===== src/rtl/doorlock_pkg.sv =====
// Shared definitions for the doorlock button protocol: FSM encoding,
// button indices and default timing used by doorlock, the code sender and benches.
package doorlock_pkg;

  typedef enum logic [2:0] {
    ST_IDLE,
    ST_LEAD,
    ST_PRESS,
    ST_GAP,
    ST_WAIT_RES,
    ST_DONE
  } state_e;

  localparam logic [1:0] BT_0    = 2'd0;
  localparam logic [1:0] BT_1    = 2'd1;
  localparam logic [1:0] BT_2    = 2'd2;
  localparam logic [1:0] BT_NONE = 2'd3;

  localparam int LEAD_CYC_DEF  = 1;
  localparam int PRESS_CYC_DEF = 1;
  localparam int GAP_CYC_DEF   = 4;
  localparam int WAIT_MAX_DEF  = 8;

  function automatic int max2(input int a, input int b);
    return (a > b) ? a : b;
  endfunction

endpackage


===== src/rtl/doorlock_code_sender_if.sv =====
// Request/result and button/LED signals between the code sender and its user/doorlock.
interface doorlock_code_sender_if;
  logic       go;
  logic [1:0] code_0;
  logic [1:0] code_1;
  logic [1:0] code_2;
  logic       led_ok;
  logic       led_fail;
  logic       start;
  logic       bt_0;
  logic       bt_1;
  logic       bt_2;
  logic       busy;
  logic       done;
  logic       pass;
  logic       timeout;

  modport master (
    input  go, code_0, code_1, code_2, led_ok, led_fail,
    output start, bt_0, bt_1, bt_2, busy, done, pass, timeout
  );

  modport slave (
    output go, code_0, code_1, code_2, led_ok, led_fail,
    input  start, bt_0, bt_1, bt_2, busy, done, pass, timeout
  );
endinterface


===== src/rtl/bt_onehot.sv =====
// Button index to one-hot press vector; index BT_NONE or enable low gives no press.
module bt_onehot
  import doorlock_pkg::*;
(
  input  logic [1:0] idx,
  input  logic       en,
  output logic [2:0] oh
);

  always_comb begin
    oh = 3'b000;
    if (en) begin
      case (idx)
        BT_0:    oh = 3'b001;
        BT_1:    oh = 3'b010;
        BT_2:    oh = 3'b100;
        default: oh = 3'b000;
      endcase
    end
  end

endmodule


===== src/rtl/doorlock_code_sender.sv =====
// Drives a 3-digit code into doorlock as timed button presses, then
// waits for the LED verdict and reports pass / fail / timeout.
module doorlock_code_sender
  import doorlock_pkg::*;
#(
  parameter int LEAD_CYC  = LEAD_CYC_DEF,
  parameter int PRESS_CYC = PRESS_CYC_DEF,
  parameter int GAP_CYC   = GAP_CYC_DEF,
  parameter int WAIT_MAX  = WAIT_MAX_DEF
)(
  input  logic                   clk,
  input  logic                   n_rst,
  doorlock_code_sender_if.master bus
);

  localparam int CNT_MAX = max2(max2(LEAD_CYC, PRESS_CYC), max2(GAP_CYC, WAIT_MAX));
  localparam int CNT_W   = $clog2(CNT_MAX + 1);

  // Counters load N-1 on entry and the state exits on the edge that sees zero.
  localparam logic [CNT_W-1:0] LEAD_LD  = CNT_W'(LEAD_CYC - 1);
  localparam logic [CNT_W-1:0] PRESS_LD = CNT_W'(PRESS_CYC - 1);
  localparam logic [CNT_W-1:0] GAP_LD   = CNT_W'(GAP_CYC - 1);
  localparam logic [CNT_W-1:0] WAIT_LD  = CNT_W'(WAIT_MAX - 1);

  state_e           state_q, state_d;
  logic [CNT_W-1:0] cnt_q, cnt_d;
  logic [1:0]       idx_q, idx_d;
  logic [2:0][1:0]  code_q, code_d;
  logic             pass_q, pass_d;
  logic             timeout_q, timeout_d;
  logic             start_q, start_d;
  logic             busy_q, busy_d;
  logic             done_q, done_d;
  logic [2:0]       bt_q, bt_d;
  logic [1:0]       digit;
  logic             cnt_zero;

  assign cnt_zero = (cnt_q == '0);

  always_comb begin
    state_d   = state_q;
    cnt_d     = cnt_q;
    idx_d     = idx_q;
    code_d    = code_q;
    pass_d    = pass_q;
    timeout_d = timeout_q;
    case (state_q)
      ST_IDLE: begin
        if (bus.go) begin
          code_d    = {bus.code_2, bus.code_1, bus.code_0};
          pass_d    = 1'b0;
          timeout_d = 1'b0;
          idx_d     = 2'd0;
          cnt_d     = LEAD_LD;
          state_d   = ST_LEAD;
        end
      end
      ST_LEAD: begin
        if (cnt_zero) begin
          cnt_d   = PRESS_LD;
          state_d = ST_PRESS;
        end else begin
          cnt_d = cnt_q - 1'b1;
        end
      end
      ST_PRESS: begin
        if (cnt_zero) begin
          cnt_d   = GAP_LD;
          state_d = ST_GAP;
        end else begin
          cnt_d = cnt_q - 1'b1;
        end
      end
      ST_GAP: begin
        if (!cnt_zero) begin
          cnt_d = cnt_q - 1'b1;
        end else if (idx_q < 2'd2) begin
          idx_d   = idx_q + 2'd1;
          cnt_d   = PRESS_LD;
          state_d = ST_PRESS;
        end else begin
          cnt_d   = WAIT_LD;
          state_d = ST_WAIT_RES;
        end
      end
      ST_WAIT_RES: begin
        // A fail indication wins when both LEDs are lit together.
        if (bus.led_fail) begin
          pass_d  = 1'b0;
          state_d = ST_DONE;
        end else if (bus.led_ok) begin
          pass_d  = 1'b1;
          state_d = ST_DONE;
        end else if (cnt_zero) begin
          timeout_d = 1'b1;
          pass_d    = 1'b0;
          state_d   = ST_DONE;
        end else begin
          cnt_d = cnt_q - 1'b1;
        end
      end
      ST_DONE: begin
        cnt_d   = '0;
        state_d = ST_IDLE;
      end
      default: begin
        cnt_d   = '0;
        state_d = ST_IDLE;
      end
    endcase
  end

  always_comb begin
    case (idx_d)
      2'd0:    digit = code_d[0];
      2'd1:    digit = code_d[1];
      2'd2:    digit = code_d[2];
      default: digit = BT_NONE;
    endcase
  end

  bt_onehot u_bt_onehot (
    .idx (digit),
    .en  (state_d == ST_PRESS),
    .oh  (bt_d)
  );

  always_comb begin
    start_d = state_d inside {ST_LEAD, ST_PRESS, ST_GAP, ST_WAIT_RES};
    busy_d  = start_d;
    done_d  = (state_d == ST_DONE);
  end

  always_ff @(posedge clk or negedge n_rst) begin
    if (!n_rst) begin
      state_q   <= ST_IDLE;
      cnt_q     <= '0;
      idx_q     <= 2'd0;
      code_q    <= '0;
      pass_q    <= 1'b0;
      timeout_q <= 1'b0;
      start_q   <= 1'b0;
      busy_q    <= 1'b0;
      done_q    <= 1'b0;
      bt_q      <= 3'b000;
    end else begin
      state_q   <= state_d;
      cnt_q     <= cnt_d;
      idx_q     <= idx_d;
      code_q    <= code_d;
      pass_q    <= pass_d;
      timeout_q <= timeout_d;
      start_q   <= start_d;
      busy_q    <= busy_d;
      done_q    <= done_d;
      bt_q      <= bt_d;
    end
  end

  assign bus.start   = start_q;
  assign bus.busy    = busy_q;
  assign bus.done    = done_q;
  assign bus.pass    = pass_q;
  assign bus.timeout = timeout_q;
  assign bus.bt_0    = bt_q[0];
  assign bus.bt_1    = bt_q[1];
  assign bus.bt_2    = bt_q[2];

endmodule


===== src/flat_wrapper.sv =====
// flat-port wrapper written by rule: the top's interface ports become plain ports
module doorlock_code_sender_flat import doorlock_pkg::*;
#(
  parameter int LEAD_CYC  = LEAD_CYC_DEF,
  parameter int PRESS_CYC = PRESS_CYC_DEF,
  parameter int GAP_CYC   = GAP_CYC_DEF,
  parameter int WAIT_MAX  = WAIT_MAX_DEF
)
  (clk, n_rst, bus_go, bus_code_0, bus_code_1, bus_code_2, bus_led_ok, bus_led_fail, bus_start, bus_bt_0, bus_bt_1, bus_bt_2, bus_busy, bus_done, bus_pass, bus_timeout);
  doorlock_code_sender_if bus_i ();
  input  logic clk;
  input  logic n_rst;
  input wire logic [$bits(bus_i.go)-1:0] bus_go;
  input wire logic [$bits(bus_i.code_0)-1:0] bus_code_0;
  input wire logic [$bits(bus_i.code_1)-1:0] bus_code_1;
  input wire logic [$bits(bus_i.code_2)-1:0] bus_code_2;
  input wire logic [$bits(bus_i.led_ok)-1:0] bus_led_ok;
  input wire logic [$bits(bus_i.led_fail)-1:0] bus_led_fail;
  output wire logic [$bits(bus_i.start)-1:0] bus_start;
  output wire logic [$bits(bus_i.bt_0)-1:0] bus_bt_0;
  output wire logic [$bits(bus_i.bt_1)-1:0] bus_bt_1;
  output wire logic [$bits(bus_i.bt_2)-1:0] bus_bt_2;
  output wire logic [$bits(bus_i.busy)-1:0] bus_busy;
  output wire logic [$bits(bus_i.done)-1:0] bus_done;
  output wire logic [$bits(bus_i.pass)-1:0] bus_pass;
  output wire logic [$bits(bus_i.timeout)-1:0] bus_timeout;
  assign bus_i.go = bus_go;
  assign bus_i.code_0 = bus_code_0;
  assign bus_i.code_1 = bus_code_1;
  assign bus_i.code_2 = bus_code_2;
  assign bus_i.led_ok = bus_led_ok;
  assign bus_i.led_fail = bus_led_fail;
  assign bus_start = bus_i.start;
  assign bus_bt_0 = bus_i.bt_0;
  assign bus_bt_1 = bus_i.bt_1;
  assign bus_bt_2 = bus_i.bt_2;
  assign bus_busy = bus_i.busy;
  assign bus_done = bus_i.done;
  assign bus_pass = bus_i.pass;
  assign bus_timeout = bus_i.timeout;
  doorlock_code_sender #(.LEAD_CYC(LEAD_CYC), .PRESS_CYC(PRESS_CYC), .GAP_CYC(GAP_CYC), .WAIT_MAX(WAIT_MAX)) u_core (.clk(clk), .n_rst(n_rst), .bus(bus_i));
endmodule

===== config.mk =====
export PLATFORM = sky130hd
export DESIGN_NAME = doorlock_code_sender_flat
export DESIGN_NICKNAME = d
export VERILOG_FILES = /design/src/rtl/doorlock_pkg.sv /design/src/rtl/doorlock_code_sender_if.sv /design/src/rtl/bt_onehot.sv /design/src/rtl/doorlock_code_sender.sv /design/src/flat_wrapper.sv
export SDC_FILE = /design/constraint.sdc
export NUM_CORES = 1
export LEC_CHECK = 0
export CAP_MARGIN = 10
export CORE_MARGIN = 3
export CORE_UTILIZATION = 58
export DETAILED_ROUTE_END_ITERATION = 7
export GPL_ROUTABILITY_DRIVEN = 1
export PLACE_DENSITY = 0.84
export SKIP_LAST_GASP = 1
export SLEW_MARGIN = 40
export SYNTH_ARGS = -nofsm -noshare
export SYNTH_HDL_FRONTEND = slang
export SYNTH_SLANG_ARGS = --single-unit

===== constraint.sdc =====
create_clock -name clk -period 4.3 [get_ports clk]
set_clock_uncertainty 0.1 [all_clocks]
set_input_delay 0.86 -clock clk [delete_from_list [all_inputs] [get_ports clk]]
set_output_delay 0.86 -clock clk [all_outputs]
set_load 0.005 [all_outputs]

==> summary.md, run 1 <==
| Metric | Value |
|---|---|
| Outcome | `finished, final reports clean` |
| Sink Count | `22` |
| Via density | `6.30` |
| Htree depth | `1` |
| Routed WL | `2990 um` |
| Post-synth top cells | `dfrtp_1 (22), nand2_1 (19), inv_1 (12)` |
| Via count | `1228` |
| Share of layout cells above drive strength 1 | `12.0%` |
| First-pass GRT wire length | `4900 um` |
| Clock-pin slew on the worst setup and hold paths | `0.12 ns` |
| Worst skew pair latency | `0.30 ns` |
| All-Layer GR Usage | `22.1%` |
| RR Startpoint | `u_core.cnt_q[0]` |
| Largest net degree at the start of global routing | `23` |
| Nets | `182` |
| Dominant cell type by area after synthesis | `dfrtp_1` |
| Post-synth top area share | `39.2%` |
| Root Buffer | `clkbuf_4` |
| Endpoint class of the critical path | `register` |
| Least-Margin Pin Slew | `0.784 ns` |
| Pre-antenna DRT Iters | `5` |
| Critical path type | `primary input to register` |
| Library cells used by synthesis | `48` |
| Antenna violations before repair | `0` |
| Mapped Nets | `167` |
| Fin Hold WS | `0.402 ns` |
| Total negative slack | `0 ns` |
| R2R depth | `7` |
| # setup viols final | `0` |
| Critical Path RT | `4.39 ns` |
| DP Area | `1570 sq um` |
| Setup ws final | `1.45 ns` |
| Max_cap viols | `0` |
| Yosys warns | `0` |
| Max_slew headroom | `47.5%` |
| F_max | `351 MHz` |
| Worst r2r dst | `u_core.bt_q[0]` |
| Post-synth EDFFs | `0` |
| I/O Pins | `19` |
| Die Area | `3050 sq um` |
| Fin area | `1600 sq um` |
| Initial core utilization | `62.3%` |
| Place WS | `1.19 ns` |
| TritonCTS clock tree | `yes` |
| Final core occ | `71.1%` |
| FP Rows | `17` |
| Sw Ratio | `41.5%` |
| Top post-synthesis cells by area | `dfrtp_1 (39%), nand2_1 (5.1%), o21ai_0 (3.9%), inv_1 (3.2%), a31oi_1 (3.1%)` |
| Fin. max-slew vios | `0` |
| TritonCTS Buffers | `3` |
| Die H | `55.2 um` |
| Post-cts sizing count | `0` |
| Worst Hold Class | `primary input to async pin` |
| # Post-CTS Setup Buffers | `0` |
| Syn Std Cell Area | `1400 sq um` |
| Seq/Total Area, Yosys | `39.2%` |
| Clock Power Share | `10.7%` |
| Cells after synthesis | `153` |
| Die width | `55.2 um` |
| Core Box Area | `2250 sq um` |
| Hold buffers post-CTS | `0` |
| Fin. Hold Viols | `0` |
| Top-count cell post-synth | `dfrtp_1` |
| Design Power | `1.06 mW` |
| Vias in the first global route | `1162` |
| Average wire per standard cell | `15.3 um` |
| GP Congestion | `0.916` |
| Port Buf Inserts | `18` |
| R2R setup slack | `1.61 ns` |
| Main flop type after synthesis | `dfrtp_1` |
| DRT iter0 DRCs | `39` |
| Maximum vdd ir drop | `394 uV` |
| Unrepaired setup endpoints after global routing | `false` |
| Gate power share | `52.7%` |
| Sequential share of power | `36.6%` |
| Critical Path AT | `2.94 ns` |
| CTS max path bufs | `2` |
| Switching pwr | `0.439 mW` |
| Static Leakage | `0.672 nW` |
| CP max FO | `12` |
| Placed instance count | `191` |
| P_int | `0.619 mW` |
| Async SR Flop Fraction | `100%` |
| Antenna Cells | `0` |
| Startpoint Class | `primary input` |
| Hpwl dp | `2200 um` |
| #FFs+latches synth | `22` |
| P&R area growth vs syn | `14.3%` |
| Residual DRC | `0` |
| Syn Area/Cell | `9.18 sq um` |
| Tcrit/Tclk final | `66.3%` |
| Period minus WS final | `2.85 ns` |
| ANT nets after route | `0` |
| Global route total overflow | `0` |
| Pwr dens | `660 nW/um^2` |
| Final Non-Filler Cells | `195` |
[worst max path at each step]
| stage | start | end | slack (ns) | cells past startpoint |
|---|---|---|---|---|
| floorplan | bus_go | u_core.bt_q[2] | 2.12 | 5 |
| global route | bus_go | u_core.bt_q[0] | 1.37 | 6 |
| CTS | bus_go | u_core.bt_q[0] | 1.48 | 6 |
| finish | bus_go | u_core.bt_q[0] | 1.45 | 6 |
| detailed placement | bus_go | u_core.bt_q[0] | 1.19 | 6 |
| global placement | bus_go | u_core.bt_q[1] | 1.34 | 6 |
[placed cells by master, fill, tap and decap left out, drive strengths merged, types with 3 or more instances in the layout]
master	instances
a31oi	7
a21oi	7
ha	3
o21ai	11
clkbuf	4
inv	12
nor2	11
nand3	3
nand2	19
nor3b	7
nor2b	3
clkdlybuf4s50	17
o32ai	3
dfrtp	22
[power by group through the flow]
stage	combinational [mW]	sequential [mW]	clock, mW
floorplan	0.453	0.350	0
global placement	0.531	0.383	0
detailed placement	0.553	0.389	0
CTS	0.556	0.384	0.114
global route	0.625	0.399	0.120
finish	0.558	0.388	0.113
[cell families after synthesis]
logic type / after synthesis / share of synthesized area, %
simple gates: 55 / 23.5
compound gates: 46 / 23.3
buf+inv: 21 / 7.04
fa+ha+maj: 3 / 2.67
xor+xnor: 2 / 1.25
flops: 22 / 39.2
mux: 4 / 3.03
[worst max-delay path, cell delays in order]
cell,delay [ns]
clkdlybuf4s50_1,0.53
nor2b_1,0.35
nand2_1,0.33
and3_1,0.33
or3_4,0.39
o32ai_1,0.16
[per-layer routing]
metal	track usage (%)	share of wire (%)	vias up	wire, um
li1	-	-	583	-
met5	0	0	-	0
met3	2.68	5.1	6	152
met1	26.9	43	596	1290
met2	40.0	50	43	1500
met4	7.69	1.6	0	49
[registers in the layout, indices dropped and copies added (netlist names), 2 cells and up]
signal	flops
u_core.cnt_q	4
u_core.state_q	3
u_core.code_q	6
u_core.idx_q	2
u_core.bt_q	3
[layout make-up]
type | count | area [sq um]
Clock buffer | 4 | 36.3
Multi-Input combinational cell | 110 | 754
Sequential cell | 22 | 551
Inverter | 12 | 45.0
Timing Repair Buffer | 19 | 183
Tap cell | 28 | 35.0
Fill cell | 183 | 651
Note: power is estimated with default switching activity, not from simulation.
==> run 2, diff against run 1 <==
--- a/config.mk
+++ b/config.mk
@@ -7,10 +7,10 @@
 export LEC_CHECK = 0
 export CAP_MARGIN = 10
 export CORE_MARGIN = 3
-export CORE_UTILIZATION = 58
+export CORE_UTILIZATION = 54
 export DETAILED_ROUTE_END_ITERATION = 7
 export GPL_ROUTABILITY_DRIVEN = 1
-export PLACE_DENSITY = 0.84
+export PLACE_DENSITY = 0.79
 export SKIP_LAST_GASP = 1
 export SLEW_MARGIN = 40
 export SYNTH_ARGS = -nofsm -noshare
==> constraint.sdc (replaced) <==
create_clock -name clk -period 2.9 [get_ports clk]
set_clock_uncertainty 0.1 [all_clocks]
set_input_delay 0.58 -clock clk [delete_from_list [all_inputs] [get_ports clk]]
set_output_delay 0.58 -clock clk [all_outputs]
set_load 0.005 [all_outputs]
==> run 2 against run 1 <==
Net effect: largest cell class unchanged; critical endpoint is now u_core.bt_q[1]; worst setup slack got worse by 0.95 ns; highest routed layer unchanged; sequential share of layout area decreased by 0.45 points; non-clock buffer count increased by 4; flip-flop and latch count unchanged; final area increased by 1.3%; clock-buffer cell count decreased by 1; routed wire length decreased by 1.1%.
==> summary.md, run 2 (synthesis gave the netlist of run 1 again) <==
| Metric | Value |
|---|---|
| Largest Register | `u_core.code_q` |
| Share of layout cells above drive strength 1 | `12.9%` |
| Largest regs | `u_core.code_q x6, u_core.cnt_q x4` |
| Post-cts sizing count | `0` |
| Antenna Cells | `0` |
| Clock-pin slew on the worst setup and hold paths | `0.12 ns` |
| Pre-antenna DRT Iters | `4` |
| Filler cells | `189` |
| F_max | `417 MHz` |
| Tcrit/Tclk final | `82.8%` |
| Die Area | `3250 sq um` |
| Worst skew pair latency | `0.30 ns` |
| Endpoint class of the critical path | `register` |
| Least-Margin Pin Slew | `0.542 ns` |
| Sink Count | `22` |
| Startpoint Class | `register` |
| Fin. max-slew vios | `0` |
| Fin. Hold Viols | `0` |
| FP Rows | `17` |
| Fin area | `1630 sq um` |
| Routed WL | `2960 um` |
| Place WS | `0.360 ns` |
| Via density | `6.15` |
| GP Congestion | `0.903` |
| Via count | `1218` |
| Core Box Area | `2340 sq um` |
| I/O Pins | `19` |
| Die H | `57.0 um` |
| Pwr dens | `949 nW/um^2` |
| Port Buf Inserts | `18` |
| Most frequent cells in the layout | `dfrtp_1 (22), nand2_1 (19), clkdlybuf4s50_1 (18), inv_1 (12)` |
| Hold buffers post-CTS | `0` |
| # setup viols final | `0` |
| Critical Path RT | `3.01 ns` |
| Most common cell after layout, fill and taps aside | `dfrtp_1` |
| CTS max path bufs | `2` |
| Critical Path AT | `2.51 ns` |
| Vias in the first global route | `1216` |
| Maximum vdd ir drop | `563 uV` |
| P&R area growth vs syn | `15.8%` |
| TritonCTS clock tree | `yes` |
| CP max FO | `12` |
| Max reg flops | `6` |
| Unrepaired setup endpoints after global routing | `false` |
| DRT iter0 DRCs | `29` |
| Static Leakage | `0.685 nW` |
| Root Buffer | `clkbuf_4` |
| Global route total overflow | `0` |
| Critical path type | `register to register` |
| Residual DRC | `0` |
| Largest net degree at the start of global routing | `23` |
| Nets | `186` |
| Outcome | `finished, final reports clean` |
| Hpwl dp | `2270 um` |
| Final Non-Filler Cells | `198` |
| Placed instance count | `195` |
| Setup ws final | `0.500 ns` |
| Max_cap viols | `0` |
| Htree depth | `1` |
| Worst Hold Class | `register to register` |
| TritonCTS Buffers | `3` |
| # Post-CTS Setup Buffers | `0` |
| DP Area | `1600 sq um` |
| Average wire per standard cell | `15.0 um` |
| Antenna violations before repair | `0` |
| All-Layer GR Usage | `20.2%` |
| Die width | `57.0 um` |
| Initial core utilization | `60.0%` |
| Period minus WS final | `2.40 ns` |
| Total negative slack | `0 ns` |
| Max_slew headroom | `63.8%` |
| ANT nets after route | `0` |
| First-pass GRT wire length | `5230 um` |
-- run 2: cell count changes in the layout (fill, tap and decap cells not counted), sizes merged --
cell,change
clkbuf,-1
clkdlybuf4s50,+1
buf,+3
-- run 2: path summary, 6_finish.rpt --
kind | startpoint | depth (start not counted) | slack, ns | end
min | u_core.code_q[5] | 2 | 0.42 | u_core.code_q[5]
max reg2reg | u_core.state_q[1] | 5 | 0.50 | u_core.bt_q[1]
min in group asynchronous | n_rst | 2 | 0.51 | u_core.bus.pass
min reg2reg | u_core.code_q[5] | 2 | 0.42 | u_core.code_q[5]
max in group asynchronous | n_rst | 2 | 1.97 | u_core.idx_q[1]
max | u_core.state_q[1] | 5 | 0.50 | u_core.bt_q[1]
-- run 2: worst max-delay path, cell delays in order, from the launching register on --
cell and delay, ns:
dfrtp_1 0.63, nor2b_1 0.50, mux2i_1 0.22, a211o_1 0.36, or3_4 0.35, o32ai_1 0.14
-- run 2: layout make-up --
class	instances	area [sq um]	area share [%]
Multi-Input combinational cell	110	754	46.4
Sequential cell	22	551	33.9
Clock buffer	3	22.5	1.39
Timing Repair Buffer	23	218	13.4
Tap cell	28	35.0	2.16
Inverter	12	45.0	2.77
-- run 2: through the flow --
step	utilization (%)	power [mW]	hold slack, ns
final	69.5	1.54	0.418
after CTS	69.5	1.55	0.421
after global placement	68.5	1.37	0.363
after detailed placement	68.5	1.41	0.394
after floorplan	-	1.19	0.184
after global routing	69.5	1.69	0.457
-- run 2: per-layer routing --
layer  wire, um  up-vias  global-route usage (%)
met3        130        5                    2.26
met5          0        -                       0
met2       1590       46                    38.0
met4         43        0                    7.95
met1       1190      579                    23.0
li1           -      588                       -
-- run 2: where the power goes --
group,switching (mW),internal (mW),total [mW]
Combinational,0.415,0.427,0.842
Clock,0.0902,0.0485,0.139
Sequential,0.136,0.426,0.562
